## src/rtl/boid_frame_scheduler.sv

```systemverilog
// Per-frame display rebuild sequencer: clears the 1-bit display RAM, then plots each active boid.
// Optional build macro OVERRUN_RESTART_EN: a frame_start while busy restarts the frame instead of being ignored.
module boid_frame_scheduler #(
    parameter int MAX_BOIDS      = 4,
    parameter int BITS_FOR_BOIDS = (MAX_BOIDS > 1) ? $clog2(MAX_BOIDS) : 1,
    parameter int VIDEO_WIDTH    = 640,
    parameter int VIDEO_HEIGHT   = 480,
    parameter int ADDR_WIDTH     = 19
) (
    input  logic                      clock,
    input  logic                      resetn,
    input  logic                      frame_start,
    input  logic [BITS_FOR_BOIDS:0]   boid_count,
    input  logic [9:0]                x_in,
    input  logic [8:0]                y_in,
    output logic [BITS_FOR_BOIDS-1:0] boid_sel,
    output logic                      disp_clear,
    output logic                      disp_we,
    output logic [ADDR_WIDTH-1:0]     disp_addr,
    output logic                      busy,
    output logic                      frame_done,
    output logic                      overrun,
    output logic [7:0]                offscreen_cnt
);

    // state | meaning
    // IDLE  | waiting for frame_start
    // CLEAR | one-cycle display RAM clear, boid index reset
    // FETCH | boid_sel presents boid i, its x/y are sampled at the closing edge
    // WRITE | single-pixel write for boid i (if it was on screen)
    // DONE  | one-cycle frame_done, back to IDLE

    typedef enum logic [2:0] {
        IDLE,
        CLEAR,
        FETCH,
        WRITE,
        DONE
    } state_t;

    localparam int                FULL_W  = (ADDR_WIDTH > 20) ? ADDR_WIDTH : 20;
    localparam int                CNT_W   = BITS_FOR_BOIDS + 1;
    localparam logic [CNT_W-1:0]  MAX_CNT = CNT_W'(MAX_BOIDS);
    localparam logic [9:0]        X_LIM   = 10'(VIDEO_WIDTH);
    localparam logic [8:0]        Y_LIM   = 9'(VIDEO_HEIGHT);
    localparam logic [FULL_W-1:0] LINE    = FULL_W'(VIDEO_WIDTH);

    state_t                    state_q;
    state_t                    state_d;
    logic                      start_frame;
    logic [CNT_W-1:0]          cnt_q;
    logic [BITS_FOR_BOIDS-1:0] idx_q;
    logic                      we_q;
    logic                      last_boid;
    logic                      on_screen;
    logic [FULL_W-1:0]         full_addr;

    // Product is formed wider than the RAM address so out-of-range boids cannot wrap silently before truncation.
    assign full_addr = FULL_W'(y_in) * LINE + FULL_W'(x_in);
    assign on_screen = (x_in < X_LIM) && (y_in < Y_LIM);
    assign last_boid = ({1'b0, idx_q} == (cnt_q - 1'b1));

    always_ff @(posedge clock or negedge resetn) begin
        if (!resetn) begin
            state_q <= IDLE;
        end else begin
            state_q <= state_d;
        end
    end

    always_comb begin
        state_d     = state_q;
        start_frame = 1'b0;
        case (state_q)
            IDLE: begin
                if (frame_start) begin
                    state_d     = CLEAR;
                    start_frame = 1'b1;
                end
            end
            CLEAR:   state_d = (cnt_q == '0) ? DONE : FETCH;
            FETCH:   state_d = WRITE;
            WRITE:   state_d = last_boid ? DONE : FETCH;
            DONE:    state_d = IDLE;
            default: state_d = IDLE;
        endcase
`ifdef OVERRUN_RESTART_EN
        if (frame_start && (state_q != IDLE)) begin
            state_d     = CLEAR;
            start_frame = 1'b1;
        end
`endif
    end

    always_ff @(posedge clock or negedge resetn) begin
        if (!resetn) begin
            cnt_q         <= '0;
            idx_q         <= '0;
            we_q          <= 1'b0;
            disp_addr     <= '0;
            offscreen_cnt <= 8'd0;
            overrun       <= 1'b0;
        end else begin
            if (start_frame) begin
                cnt_q         <= (boid_count > MAX_CNT) ? MAX_CNT : boid_count;
                idx_q         <= '0;
                we_q          <= 1'b0;
                offscreen_cnt <= 8'd0;
            end else begin
                case (state_q)
                    FETCH: begin
                        disp_addr <= full_addr[ADDR_WIDTH-1:0];
                        if (on_screen) begin
                            we_q <= 1'b1;
                        end else if (offscreen_cnt != 8'hFF) begin
                            offscreen_cnt <= offscreen_cnt + 8'd1;
                        end
                    end
                    WRITE: begin
                        we_q  <= 1'b0;
                        idx_q <= last_boid ? '0 : idx_q + 1'b1;
                    end
                    default: ;
                endcase
            end
            if (frame_start && (state_q != IDLE)) begin
                overrun <= 1'b1;
            end
        end
    end

    assign boid_sel   = idx_q;
    assign disp_we    = we_q;
    assign disp_clear = (state_q == CLEAR);
    assign frame_done = (state_q == DONE);
    assign busy       = (state_q != IDLE);

endmodule

```

## config.mk

```make
export PLATFORM = sky130hd
export DESIGN_NAME = boid_frame_scheduler
export DESIGN_NICKNAME = d
export VERILOG_FILES = /design/src/rtl/boid_frame_scheduler.sv
export SDC_FILE = /design/constraint.sdc
export NUM_CORES = 1
export LEC_CHECK = 0
export BUFFER_PORTS_ARGS = -buffer_cell sky130_fd_sc_hd__buf_2
export CAP_MARGIN = 15
export CORE_MARGIN = 2
export CORE_UTILIZATION = 59
export CTS_BUF_LIST = sky130_fd_sc_hd__clkbuf_4 sky130_fd_sc_hd__clkbuf_8
export DETAILED_ROUTE_END_ITERATION = 10
export HOLD_SLACK_MARGIN = 0.03
export PLACE_DENSITY = 0.93
export REMOVE_ABC_BUFFERS = 1
export SYNTH_ARGS = -nofsm -noshare
export SYNTH_HDL_FRONTEND = slang
export SYNTH_SLANG_ARGS = --single-unit
```

## constraint.sdc

```tcl
create_clock -name clock -period 2.6 [get_ports clock]
set_input_delay 0.26 -clock clock [delete_from_list [all_inputs] [get_ports clock]]
set_output_delay 0.26 -clock clock [all_outputs]
set_load 0.005 [all_outputs]
```

==> results.json <==
{
  "clk_pin_slew_worst_paths_ns": 0.07,
  "std_cell_rows": 22,
  "hold_path.class": "input port to asynchronous set/reset pin",
  "final_max_slew_viol_count": 0,
  "worstSkewPairLatency_ns": 0.30,
  "layout-drive-gt1-share_pct": 29.34,
  "crit_fanout": 3,
  "ir_drop_uv": 526.0,
  "yosysTopAreaCell": "dfrtp_1",
  "vias": 2081,
  "ioPinCount": 59,
  "diodes": 0,
  "synth_top_area_share_pct": 40.20,
  "yosys-top-cells-area": "dfrtp_1 40%, ha_1 11%, nand2_1 6.8%",
  "fill_cells": 232,
  "finClkSkew_ns": 0.004555,
  "fin_util_pct": 75.96,
  "grt_pass1_vias": 2032,
  "overflow": 0,
  "totalWireLength_um": 5621,
  "critPathLaunch": "y_in[1]",
  "p_leak_nw": 1.444,
  "finalNetCount": 363,
  "hold_viol": 0,
  "clock_sinks": 37,
  "powerDensity_nw_per_um2": 961.4,
  "post-cts-setup-buffer-count": 0,
  "postCtsHoldBufs": 0,
  "critPathCapture": "disp_addr[17]",
  "period_share_pct": 95.03,
  "synth-main-ff-cell": "dfrtp_1",
  "cts_root_buffer": "clkbuf_8",
  "die-area_um2": 4420,
  "final.min_clock_period_ns": 2.471,
  "syn2layout_area_growth_pct": 22.54,
  "grt_max_degree": 38,
  "tightest_slew_ns": 0.7901,
  "first_pass_iters": 4,
  "antenna_found_initial": 0,
  "synth_cell_types": 48,
  "gr-usage-all-layers_pct": 27.85,
  "crit_arrival_ns": 2.65,
  "die_h_um": 66.49,
  "reg2reg_to": "offscreen_cnt[5]",
  "vias_per_cell": 5.701,
  "hold-worst-slack_ns": 0.03945,
  "portBuffers": 58,
  "gp_congestion": 0.8129,
  "core-area_um2": 3716,
  "worstSetupEndpointType": "register",
  "cts_buffer_depth": 2,
  "final_antenna_net_count": 0,
  "cts_resized": 0,
  "drv_cap": 0,
  "drc": 0,
  "start_util_pct": 61.99,
  "wl_per_cell_um": 15.40,
  "cp.required_ns": 2.78,
  "synth_edf_count": 0,
  "relSlewSlack_pct": 47.33,
  "yosysSeqAreaShare_pct": 40.20,
  "cts_tree": "built",
  "synth_common_cells": "42 x nand2_1, 37 x dfrtp_1, 20 x ha_1, 19 x nor2_1, 19 x o21ai_0",
  "r2r-start": "offscreen_cnt[0]",
  "grt_pass1_wl_um": 9045,
  "yosys_warnings": 0,
  "numCtsBuffers": 5,
  "setup_viol": 0,
  "rrSetupSlack_ns": 0.56,
  "fp.dieW_um": 66.49,
  "start_kind": "input port",
  "syn-mean-instance-area_um2": 9.479,
  "setup.worst_path.class": "input port to register",
  "fmax_ghz": 0.4048,
  "cts_max_level": 2,
  "ff2ff_path_depth": 6,
  "post-dp-hpwl_um": 4100,
  "synth.most_common_cell": "nand2_1",
  "drtIter0Drc": 161,
  "netlist_area_um2": 2303,
  "status": "completed",
  "syn-instance-count": 243,
  "ys_ff_latch": 37,
  "rsz0062_at_grt": "no",
  "async_flop_share_pct": 100.0
}
-- per-layer routing --
metal / track usage, % / share of wire, % / vias up
met5: 0 / 0 / -
met1: 32.13 / 40 / 995
li1: - / - / 990
met2: 48.00 / 51 / 79
met4: 11.73 / 2.4 / 0
met3: 8.108 / 6.3 / 17
-- critical path, cell delays in order --
cell,delay (ns)
buf_2,0.10
ha_1,0.28
ha_1,0.23
fa_1,0.42
a211o_1,0.33
a211oi_2,0.25
o211ai_2,0.14
nor4_2,0.29
xnor2_1,0.10
mux2_4,0.25
-- worst min path at each step --
stage	from	end	slack (ns)	depth (start not counted)
final	resetn	disp_addr[0]	0.04	1
after global routing	resetn	disp_addr[0]	0.11	1
after floorplan	resetn	boid_sel[0]	-0.04	0
after detailed placement	resetn	disp_addr[3]	0.38	1
after global placement	resetn	state_q[1]	0.38	1
after CTS	resetn	disp_addr[0]	0.07	1
-- registers in the layout (all words and copies together), names as in the netlist --
| register | flops |
|---|---|
| disp_addr | 19 |
| offscreen_cnt | 8 |
| cnt_q | 3 |
| state_q | 3 |
| boid_sel | 2 |
| disp_we | 1 |
| overrun | 1 |
-- per-stage QoR --
step	cell area [um^2]	total power [mW]	instances	TNS [ns]	worst slack [ns]
after floorplan	2281	1.746	237	0	0.03877
after global placement	2736	2.187	357	-0.1832	-0.1122
after detailed placement	2736	2.282	357	-0.3639	-0.1739
after CTS	2823	2.712	365	0	0.1230
after global routing	2823	2.924	365	0	0.02138
final	2823	2.714	365	0	0.1293
-- layout by cell type, fill, tap and decap left out, drive strengths merged, types with 4 or more instances in the layout --
master	instances
buf	72
nand2	42
dfrtp	37
ha	20
o21ai	20
nor2	19
xor2	11
xnor2	10
inv	8
a21oi	7
clkbuf	6
nor2b	5
or3	4
nor3	4
-- where the power goes --
group	internal, mW	total [mW]	leakage, nW	switching, mW
clock	0.196	0.399	0.0484	0.203
sequential	0.816	0.998	0.464	0.182
combinational	0.584	1.32	0.931	0.732
-- cells by family (layout without fill, tap and decap cells) --
group	Yosys count	count (layout)	share of synthesized area [%]
adders and majority gates	22	22	12.60
xor gates and xnor gates	21	21	7.985
buffers and inverters	14	88	2.281
DFF	37	37	40.20
muxes	3	3	1.575
and+or+nand+nor	101	101	22.22
AOI/OAI and AO/OA	45	45	13.14
-- layout make-up --
class	count	area, um^2	area share [%]
timing repair buffer	72	395.4	14.01
clock buffer	6	76.32	2.704
tap	48	60.06	2.128
sequential	37	925.9	32.80
clock inverter	2	10.01	0.3546
multi-input combinational	192	1325	46.94
inverter	8	30.03	1.064
(Power assumes the default switching activity.)
